==> src/rtl/fios_result_collector_pkg.sv <==
// Shared types and constants for the FIOS result collector.
package fios_pkg;

  localparam int DEF_WORD_WIDTH = 17;
  localparam int DEF_S          = 8;

  typedef logic [DEF_WORD_WIDTH-1:0] word_t;

  typedef enum logic [0:0] {
    IDLE    = 1'b0,
    COLLECT = 1'b1
  } collector_state_e;

  // Word-counter width; at least one bit even for single-word products.
  function automatic int cnt_width(input int n);
    return (n < 2) ? 1 : $clog2(n);
  endfunction

endpackage

==> src/rtl/fios_result_collector_if.sv <==
// Result-stream input and reduced-product output bundle of the collector.
//
// Handshake: res_valid_i qualifies res_i for one cycle with no back-pressure.
// result_o is transferred on any cycle where result_valid_o and result_ready_i
// are both high; while result_valid_o=1 and result_ready_i=0 result_o holds.
interface fios_result_collector_if #(
  parameter int WORD_WIDTH = 17,
  parameter int s          = 8
);
  logic                    res_valid_i;
  logic [WORD_WIDTH-1:0]   res_i;
  logic [s*WORD_WIDTH-1:0] p_i;
  logic                    flush_i;
  logic [s*WORD_WIDTH-1:0] result_o;
  logic                    result_valid_o;
  logic                    result_ready_i;
  logic                    busy_o;
  logic                    overrun_o;

  modport master (
    output res_valid_i, res_i, p_i, flush_i, result_ready_i,
    input  result_o, result_valid_o, busy_o, overrun_o
  );

  modport slave (
    input  res_valid_i, res_i, p_i, flush_i, result_ready_i,
    output result_o, result_valid_o, busy_o, overrun_o
  );
endinterface

==> src/rtl/fios_result_collector_word_sub.sv <==
// One-word subtract-with-borrow: {borrow_out, diff} = a - b - borrow_in.
module fios_word_sub #(
  parameter int WORD_WIDTH = 17
) (
  input  logic [WORD_WIDTH-1:0] a,
  input  logic [WORD_WIDTH-1:0] b,
  input  logic                  borrow_in,
  output logic [WORD_WIDTH-1:0] diff,
  output logic                  borrow_out
);

  logic [WORD_WIDTH:0] wide;

  // One bit wider than a word so the MSB carries the borrow-out.
  always_comb begin
    wide       = {1'b0, a} - {1'b0, b} - {{WORD_WIDTH{1'b0}}, borrow_in};
    diff       = wide[WORD_WIDTH-1:0];
    borrow_out = wide[WORD_WIDTH];
  end

endmodule

==> src/rtl/fios_result_collector.sv <==
// Collects the word-serial Montgomery result, performs the final conditional
// subtraction on the fly and presents the reduced product behind valid/ready.
module fios_result_collector
  import fios_pkg::*;
#(
  parameter int WORD_WIDTH = DEF_WORD_WIDTH,
  parameter int s          = DEF_S
) (
  input  logic                    clock_i,
  input  logic                    reset_n_i,
  fios_result_collector_if.slave  bus,
  output collector_state_e        dbg_state_o
);

  localparam int CW = cnt_width(s);
  localparam int PW = s * WORD_WIDTH;

  logic [CW-1:0]         cnt_q, cnt_d;
  logic                  borrow_q, borrow_d;
  logic [PW-1:0]         t_q, t_d;
  logic [PW-1:0]         d_q, d_d;
  logic [PW-1:0]         out_q, out_d;
  logic                  valid_q, valid_d;
  logic                  ovr_q, ovr_d;

  logic [WORD_WIDTH-1:0] p_word;
  logic [WORD_WIDTH-1:0] diff_w;
  logic                  bout_w;
  logic                  accept;
  logic                  last;
  logic [PW-1:0]         sel;

  // Pick the modulus word aligned with the incoming result word.
  always_comb begin
    p_word = '0;
    for (int i = 0; i < s; i++) begin
      if (cnt_q == CW'(i)) p_word = bus.p_i[i*WORD_WIDTH +: WORD_WIDTH];
    end
  end

  fios_word_sub #(.WORD_WIDTH(WORD_WIDTH)) u_word_sub (
    .a          (bus.res_i),
    .b          (p_word),
    .borrow_in  (borrow_q),
    .diff       (diff_w),
    .borrow_out (bout_w)
  );

  // Counter, borrow chain, T/D buffers, selection and output handshake.
  always_comb begin
    accept   = bus.res_valid_i && !bus.flush_i;
    last     = accept && (cnt_q == CW'(s - 1));
    cnt_d    = cnt_q;
    borrow_d = borrow_q;
    t_d      = t_q;
    d_d      = d_q;
    out_d    = out_q;
    valid_d  = valid_q;
    ovr_d    = ovr_q;

    if (accept) begin
      for (int i = 0; i < s; i++) begin
        if (cnt_q == CW'(i)) begin
          t_d[i*WORD_WIDTH +: WORD_WIDTH] = bus.res_i;
          d_d[i*WORD_WIDTH +: WORD_WIDTH] = diff_w;
        end
      end
    end

    if (bus.flush_i) begin
      cnt_d    = '0;
      borrow_d = 1'b0;
    end else if (accept) begin
      cnt_d    = last ? '0 : cnt_q + 1'b1;
      borrow_d = last ? 1'b0 : bout_w;
    end

    // Final borrow set means T < p, so T is already reduced.
    sel = bout_w ? t_d : d_d;

    if (last) begin
      if (!valid_q || bus.result_ready_i) begin
        out_d   = sel;
        valid_d = 1'b1;
      end else begin
        ovr_d = 1'b1;
      end
    end else if (bus.result_ready_i) begin
      valid_d = 1'b0;
    end
  end

  // Control and output state with asynchronous reset.
  always_ff @(posedge clock_i or negedge reset_n_i) begin
    if (!reset_n_i) begin
      cnt_q    <= '0;
      borrow_q <= 1'b0;
      out_q    <= '0;
      valid_q  <= 1'b0;
      ovr_q    <= 1'b0;
    end else begin
      cnt_q    <= cnt_d;
      borrow_q <= borrow_d;
      out_q    <= out_d;
      valid_q  <= valid_d;
      ovr_q    <= ovr_d;
    end
  end

  // Word buffers are always overwritten before use, so they carry no reset.
  always_ff @(posedge clock_i) begin
    t_q <= t_d;
    d_q <= d_d;
  end

  // Outputs come straight from flops.
  always_comb begin
    bus.result_o       = out_q;
    bus.result_valid_o = valid_q;
    bus.busy_o         = (cnt_q != '0);
    bus.overrun_o      = ovr_q;
    dbg_state_o        = (cnt_q != '0) ? COLLECT : IDLE;
  end

endmodule

==> src/flat_wrapper.sv <==
// flat-port wrapper written by rule: the top's interface ports become plain ports
module fios_result_collector_flat import fios_pkg::*;
#(
  parameter int WORD_WIDTH = DEF_WORD_WIDTH,
  parameter int s          = DEF_S
)
  (clock_i, reset_n_i, dbg_state_o, bus_res_valid_i, bus_res_i, bus_p_i, bus_flush_i, bus_result_ready_i, bus_result_o, bus_result_valid_o, bus_busy_o, bus_overrun_o);
  fios_result_collector_if #(.WORD_WIDTH(WORD_WIDTH), .s(s)) bus_i ();
  input  logic clock_i;
  input  logic reset_n_i;
  output collector_state_e dbg_state_o;
  input wire logic [$bits(bus_i.res_valid_i)-1:0] bus_res_valid_i;
  input wire logic [$bits(bus_i.res_i)-1:0] bus_res_i;
  input wire logic [$bits(bus_i.p_i)-1:0] bus_p_i;
  input wire logic [$bits(bus_i.flush_i)-1:0] bus_flush_i;
  input wire logic [$bits(bus_i.result_ready_i)-1:0] bus_result_ready_i;
  output wire logic [$bits(bus_i.result_o)-1:0] bus_result_o;
  output wire logic [$bits(bus_i.result_valid_o)-1:0] bus_result_valid_o;
  output wire logic [$bits(bus_i.busy_o)-1:0] bus_busy_o;
  output wire logic [$bits(bus_i.overrun_o)-1:0] bus_overrun_o;
  assign bus_i.res_valid_i = bus_res_valid_i;
  assign bus_i.res_i = bus_res_i;
  assign bus_i.p_i = bus_p_i;
  assign bus_i.flush_i = bus_flush_i;
  assign bus_i.result_ready_i = bus_result_ready_i;
  assign bus_result_o = bus_i.result_o;
  assign bus_result_valid_o = bus_i.result_valid_o;
  assign bus_busy_o = bus_i.busy_o;
  assign bus_overrun_o = bus_i.overrun_o;
  fios_result_collector #(.WORD_WIDTH(WORD_WIDTH), .s(s)) u_core (.clock_i(clock_i), .reset_n_i(reset_n_i), .bus(bus_i), .dbg_state_o(dbg_state_o));
endmodule
==> config.mk <==
export PLATFORM = sky130hd
export DESIGN_NAME = fios_result_collector_flat
export DESIGN_NICKNAME = d
export VERILOG_FILES = /design/src/rtl/fios_result_collector_pkg.sv /design/src/rtl/fios_result_collector_if.sv /design/src/rtl/fios_result_collector_word_sub.sv /design/src/rtl/fios_result_collector.sv /design/src/flat_wrapper.sv
export SDC_FILE = /design/constraint.sdc
export NUM_CORES = 1
export LEC_CHECK = 0
export CAP_MARGIN = 10
export CORE_UTILIZATION = 35
export CTS_BUF_LIST = sky130_fd_sc_hd__clkbuf_16
export DETAILED_ROUTE_END_ITERATION = 6
export SLEW_MARGIN = 20
export SYNTH_ARGS = -nofsm -noshare
export SYNTH_HDL_FRONTEND = slang
export SYNTH_SLANG_ARGS = --single-unit
==> constraint.sdc <==
create_clock -name clock_i -period 13.38 [get_ports clock_i]
set_input_delay 1.338 -clock clock_i [delete_from_list [all_inputs] [get_ports clock_i]]
set_output_delay 1.338 -clock clock_i [all_outputs]
set_load 0.01 [all_outputs]
Word level (Yosys, flattened, before mapping)

Cells that the tools add are included.

Eq/ne operators: 8
Multiplexer cells: 37
Add/subtract/negate cells: 3
Bitwise logic cells: 1
Reductions and logical operators: 12

Operator list:

| kind                                                                  | count |
|---|---|
| 136-bit 2-to-1 mux                                                    | 3 |
| 17-bit 2-to-1 mux                                                     | 24 |
| 17-bit by 17-bit subtractor with 18-bit output                        | 1 |
| 18-bit by 1-bit subtractor with 18-bit output                         | 1 |
| 3-bit equality test, second input constant                            | 4 |
| 3-bit 2-to-1 mux                                                      | 3 |
| 1-bit 2-to-1 mux                                                      | 7 |
| 3-bit by 2-bit equality test with 1-bit output, second input constant | 2 |
| 2-bit AND reduction                                                   | 3 |
| 2-bit nonzero test                                                    | 2 |
| 3-bit by 1-bit adder with 3-bit output, second input constant         | 1 |
| 3-bit by 1-bit equality test with 1-bit output, second input constant | 1 |
| 3-bit logical NOT                                                     | 1 |
| 3-bit nonzero test                                                    | 1 |
| 1-bit logical AND                                                     | 2 |
| 1-bit logical NOT                                                     | 2 |
| 2-bit inequality test, second input constant                          | 1 |
| 1-bit logical OR                                                      | 1 |
| 1-bit NOT                                                             | 1 |

Logic and storage cells: 68
Bits of input ports: 158
Output and inout bits: 140
Bits in registers: 414

Longest topological paths before layout

Depth after elaboration: 14
Depth in mapped cells: 24
Gate-level depth less buffers: 21

Cells and area by module

From an unflattened synthesis, not the netlist that was laid out.

Cell total of the unflattened synthesis: 1535
Area total of the unflattened synthesis: 17101.4 um^2

Modules (own cells, without submodules):

| module                | area each (um^2) | instances | cells an instance |
|---|---|---|---|
| fios_result_collector | 15860.2          | 1         | 1363 |
| fios_word_sub         | 1241.2           | 1         | 172 |

Worst setup path after synthesis

No wires, ideal clock.

Path kind: reg-to-reg
Start point: reg u_core.cnt_q[2]
End point: reg u_core.out_q[118] (netlist: u_core.bus.result_o[118])
Period minus slack after synthesis: 5.827 ns
Library setup time: 0.122 ns
Stages on the path, launching flop included: 23
Required time: 13.258 ns
Data arrival time: 5.704 ns
Path buffers: 6
Setup slack: 7.553 ns
Cell sequence: dfrtp_1 -> inv_1 -> clkbuf_1 -> clkbuf_1 -> ha_1 -> buf_2 -> nor2b_1 -> buf_1 -> clkbuf_1 -> a221oi_1 -> a221oi_1 -> fa_1 -> ha_1 -> or2_2 -> fa_1 -> nand2b_1 -> a31o_4 -> a2111o_1 -> a2111oi_0 -> nand3b_1 -> buf_4 -> o2111a_1 -> nor3_1

Word-level cells in the longest chain between the ends: 14
Elaborated cells on any way between the ends: 25
Those cells by class: add/sub: 2; eq/ne: 7; mux: 13; reduce/logical: 3

RTL lines:

| what                                           | line                                 | RTL |
|---|---|---|
| from (decl)                                    | fios_result_collector.sv:18          | `logic [CW-1:0] cnt_q, cnt_d;` |
| from (signal assigned)                         | fios_result_collector.sv:102         | `cnt_q <= cnt_d;` |
| 3-bit logical NOT                              | fios_result_collector.sv:37          | `if (cnt_q == CW'(i)) p_word = bus.p_i[i*WORD_WIDTH +: WORD_WIDTH];` |
| 17-bit 2-to-1 mux (8 in series)                | fios_result_collector.sv:37          |  |
| 17-bit by 17-bit subtractor with 18-bit output | fios_result_collector_word_sub.sv:16 | `wide = {1'b0, a} - {1'b0, b} - {{WORD_WIDTH{1'b0}}, borrow_in};` |
| 18-bit by 1-bit subtractor with 18-bit output  | fios_result_collector_word_sub.sv:16 |  |
| 17-bit 2-to-1 mux                              | fios_result_collector.sv:63          | `if (cnt_q == CW'(i)) begin` |
| 136-bit 2-to-1 mux                             | fios_result_collector.sv:61          | `if (accept) begin` |
| 136-bit 2-to-1 mux                             | fios_result_collector.sv:79          | `sel = bout_w ? t_d : d_d;` |
| to (signal assigned)                           | fios_result_collector.sv:104         | `out_q <= out_d;` |
| to (decl)                                      | fios_result_collector.sv:22          | `logic [PW-1:0] out_q, out_d;` |

Parallel ways exist; a longest one is shown, timed or not.
A chain may end at the register's enable or synchronous reset.

Worst setup path in the final report

Start point: reg u_core.cnt_q[1]
End point: reg u_core.out_q[133] (netlist: u_core.bus.result_o[133])

The elaborated chain is that of the path after synthesis.

==> results.md <==
* Core Rows at 80
* CTS Hold Buffers Added at 0
* Vias post-DR at 14300
* Max frequency at 142 MHz
* CTS Buffer Depth at 3
* Post-CTS Setup Bufs at 0
* CTS Buf Count at 42
* Clock Power Share at 31.1%
* Initial antenna violation count at 1
* Yosys warns at 0
* Synth async-reset ratio at 35.9%
* Final Util at 45.4%
* Met3 wire len at 3130 um
* Layout Nets at 2318
* Drt total wl at 54000 um
* Layout area overhead at 27.2%
* Routed length per instance at 19.5 um
* Fill cell count at 4640
* Endpoint class of the critical path: flip-flop
* Slew Viols, Final at 0
* Avg Cell Area, Syn at 9.05 sq um
* Most frequent cells in the layout: nand2_1, o21ai_0, clkdlybuf4s50_1, dfxtp_1, dfrtp_1
* Syn Nets at 2095
* Placed insts at 2691
* Switching Share at 33.8%
* Worst hold path class: flip-flop to flip-flop
* Slew margin rel. at 31.8%
* Register-to-Register Path Depth at 16
* Combinational Power Share at 29.7%
* Final hold slack at 447 ps
* Ys flop type: dfxtp_1
* Met2 wire len at 24800 um
* Resized Gates After CTS at 0
* Hpwl dp at 37500 um
* GRT Resource Usage Total at 21.4%
* Tcrit/Tclk final at 52.7%
* Largest net degree at the start of global routing at 104
* Sw Pwr at 1.20 mW
* Die Ht at 223 um
* IO Port Bufs at 297
* Top cell type's share of synthesized area at 29.5%
* FF+latch count, synth at 395
* Drc violations at 0
* Critical path data required time at 13780 ps
* First-pass GRT wire length at 81800 um
* Worst Hold End: u_core.d_q[45]
* Hold Path Stages at 2
* Critical R2R Launch: u_core.cnt_q[1]
* Vias in the first global route at 13700
* Clock Skew at 19.0 ps
* Register share of total power at 39.2%
* Int Pwr at 2.35 mW
* Critical R2R Capture: u_core.bus.result_o[133]
* FF-to-FF setup slack at 6330 ps
* Post-Syn Instances at 1897
* Max Cap Viol at 0
* Commonest non-fill, non-tap cell in the layout: nand2_1
* Pleak at 9.03 nW
* Outcome: finished, final reports clean
* Worst-margin pin slew at 1020 ps
* Post-synth EDFFs at 0
* Top layer in use: met4
* Vias/cell at 5.17
* Top cells by area, synth: dfxtp_1, dfrtp_1, o21ai_0
* PwrDens at 163 nW/um^2
* Post-route setup TNS at 0 ps
* CTS Sinks at 395
* CP max FO at 19
* Total grt overflow at 0
* Largest area contributor in the netlist: dfxtp_1
* Drt first-iter violations at 1058
* Initial core utilization at 35.7%
* Post-route ant nets at 0
* Clock Latency Late Sink at 560 ps
* Critical Path AT at 7450 ps
* IO Pins at 298
* Cell variety after synth at 70
* Wl on met1 at 24500 um
* Share of cells above drive strength 1 at 7.57%
* CTS H-Tree Depth at 2
* RSZ-0062 raised after global routing: false
* Final Non-Filler Cells at 2769
* Clock slew at reported path FFs at 60 ps
* CP Launch Type: flip-flop
* Worst ir drop on vdd at 0.126 mV
* Synthesized cell area at 17200 sq um
* Final setup viols at 0
* Clock root buffer master: clkbuf_16
* Sequential share of the synthesized area at 50.2%
* Final hold vios at 0
* GP Congestion at 0.873
* Min Tclk post-route at 7050 ps
* Worst hold start: u_core.d_q[45]
* CTS tree: built
* DR pass1 iterations at 5
* CORE AREA at 48000 sq um
* Full die area at 49900 sq um
* Worst Setup Path Type: flip-flop to flip-flop
* Chip width at 223 um
[state kept, by name, indices dropped and copies added (netlist names)]
name                       flops
u_core.d_q                   125
u_core.bus.overrun_o           1
u_core.t_q                   128
u_core.cnt_q                   3
u_core.bus.result_o          136
u_core.bus.result_valid_o      1
u_core.borrow_q                1
[cell families after synthesis]
family / after synthesis / share of synthesized area [%]
AOI/OAI and AO/OA: 537 / 18.4
and+or+nand+nor: 570 / 14.2
muxes: 126 / 8.10
buffers and inverters: 216 / 5.38
xor gates and xnor gates: 13 / 0.663
adders and majority gates: 40 / 3.00
DFF: 395 / 50.2
[worst max-delay path by stage]
stage                               endpoint  slack, ps             from  cells past startpoint
floorplan           u_core.bus.result_o[118]       7550  u_core.cnt_q[2]                     22
global placement    u_core.bus.result_o[133]       6460      bus_p_i[17]                     18
detailed placement  u_core.bus.result_o[133]       6340      bus_p_i[17]                     18
CTS                  u_core.bus.result_o[68]       6400  u_core.cnt_q[1]                     16
global route         u_core.bus.result_o[76]       6090  u_core.cnt_q[0]                     16
finish              u_core.bus.result_o[133]       6330  u_core.cnt_q[1]                     16
[layout make-up]
cell class / count / area (sq um) / share of cell area [%]
tap: 615 / 769 / 3.52
antenna: 1 / 2.50 / 0.0115
multi-input combinational: 1286 / 7690 / 35.2
sequential: 395 / 8620 / 39.5
clock inverter: 33 / 206 / 0.946
inverter: 70 / 263 / 1.20
timing repair buffer: 325 / 3180 / 14.6
clock buffer: 44 / 1100 / 5.04
[critical path, cell delays in order, from the launching register on]
cell and delay [ps]:
dfrtp_1 420, inv_1 100, ha_1 750, and2_1 760, a221oi_1 210, a221oi_1 730
fa_1 570, ha_1 210, or2_2 290, fa_1 450, nand2b_1 200, a31o_4 280
a2111o_1 520, a2111oi_4 750, nor2_1 150, xnor2_1 320, a41oi_1 170
[power by group through the flow]
| stage | Sequential [mW] | Clock (mW) | Combinational (mW) |
|---|---|---|---|
| finish | 1.39 | 1.10 | 1.06 |
| floorplan | 1.40 | 0 | 0.706 |
| CTS | 1.39 | 1.13 | 1.06 |
| detailed placement | 1.42 | 0 | 1.05 |
| global placement | 1.41 | 0 | 1.03 |
| global route | 1.41 | 1.18 | 1.15 |
[synthesized netlist by cell type, types with 6 or more instances]
library cell / count
clkbuf_1: 110
a221oi_1: 35
xnor2_1: 7
or4_1: 7
dfxtp_1: 253
a31o_2: 17
nor2_1: 31
nand2_1: 427
nor2b_1: 7
mux4_2: 7
o22ai_1: 18
ha_1: 38
nand3_1: 20
and3_1: 9
nand3b_1: 19
a31oi_1: 6
buf_6: 11
mux2_2: 28
xor2_1: 6
nor3_1: 21
a21o_1: 7
dfrtp_1: 142
and4_1: 8
buf_2: 17
a21oi_1: 47
o2111a_1: 7
inv_1: 69
o31ai_1: 10
o21ai_0: 334
mux2i_1: 89
o21ai_1: 27
[per-stage QoR]
step	total power, mW	worst slack (ps)	cell area [sq um]
global placement	2.44	6460	20500
CTS	3.58	6400	21800
floorplan	2.11	7550	17200
global route	3.73	6090	21800
detailed placement	2.47	6340	20500
finish	3.55	6330	21800
[layer usage]
layer,track usage (%),vias to the layer above
li1,-,7036
met1,28.9,6754
met2,34.4,447
met3,3.89,81
met4,7.05,0
met5,0,-
No activity file was read; power rests on OpenSTA's default activity.
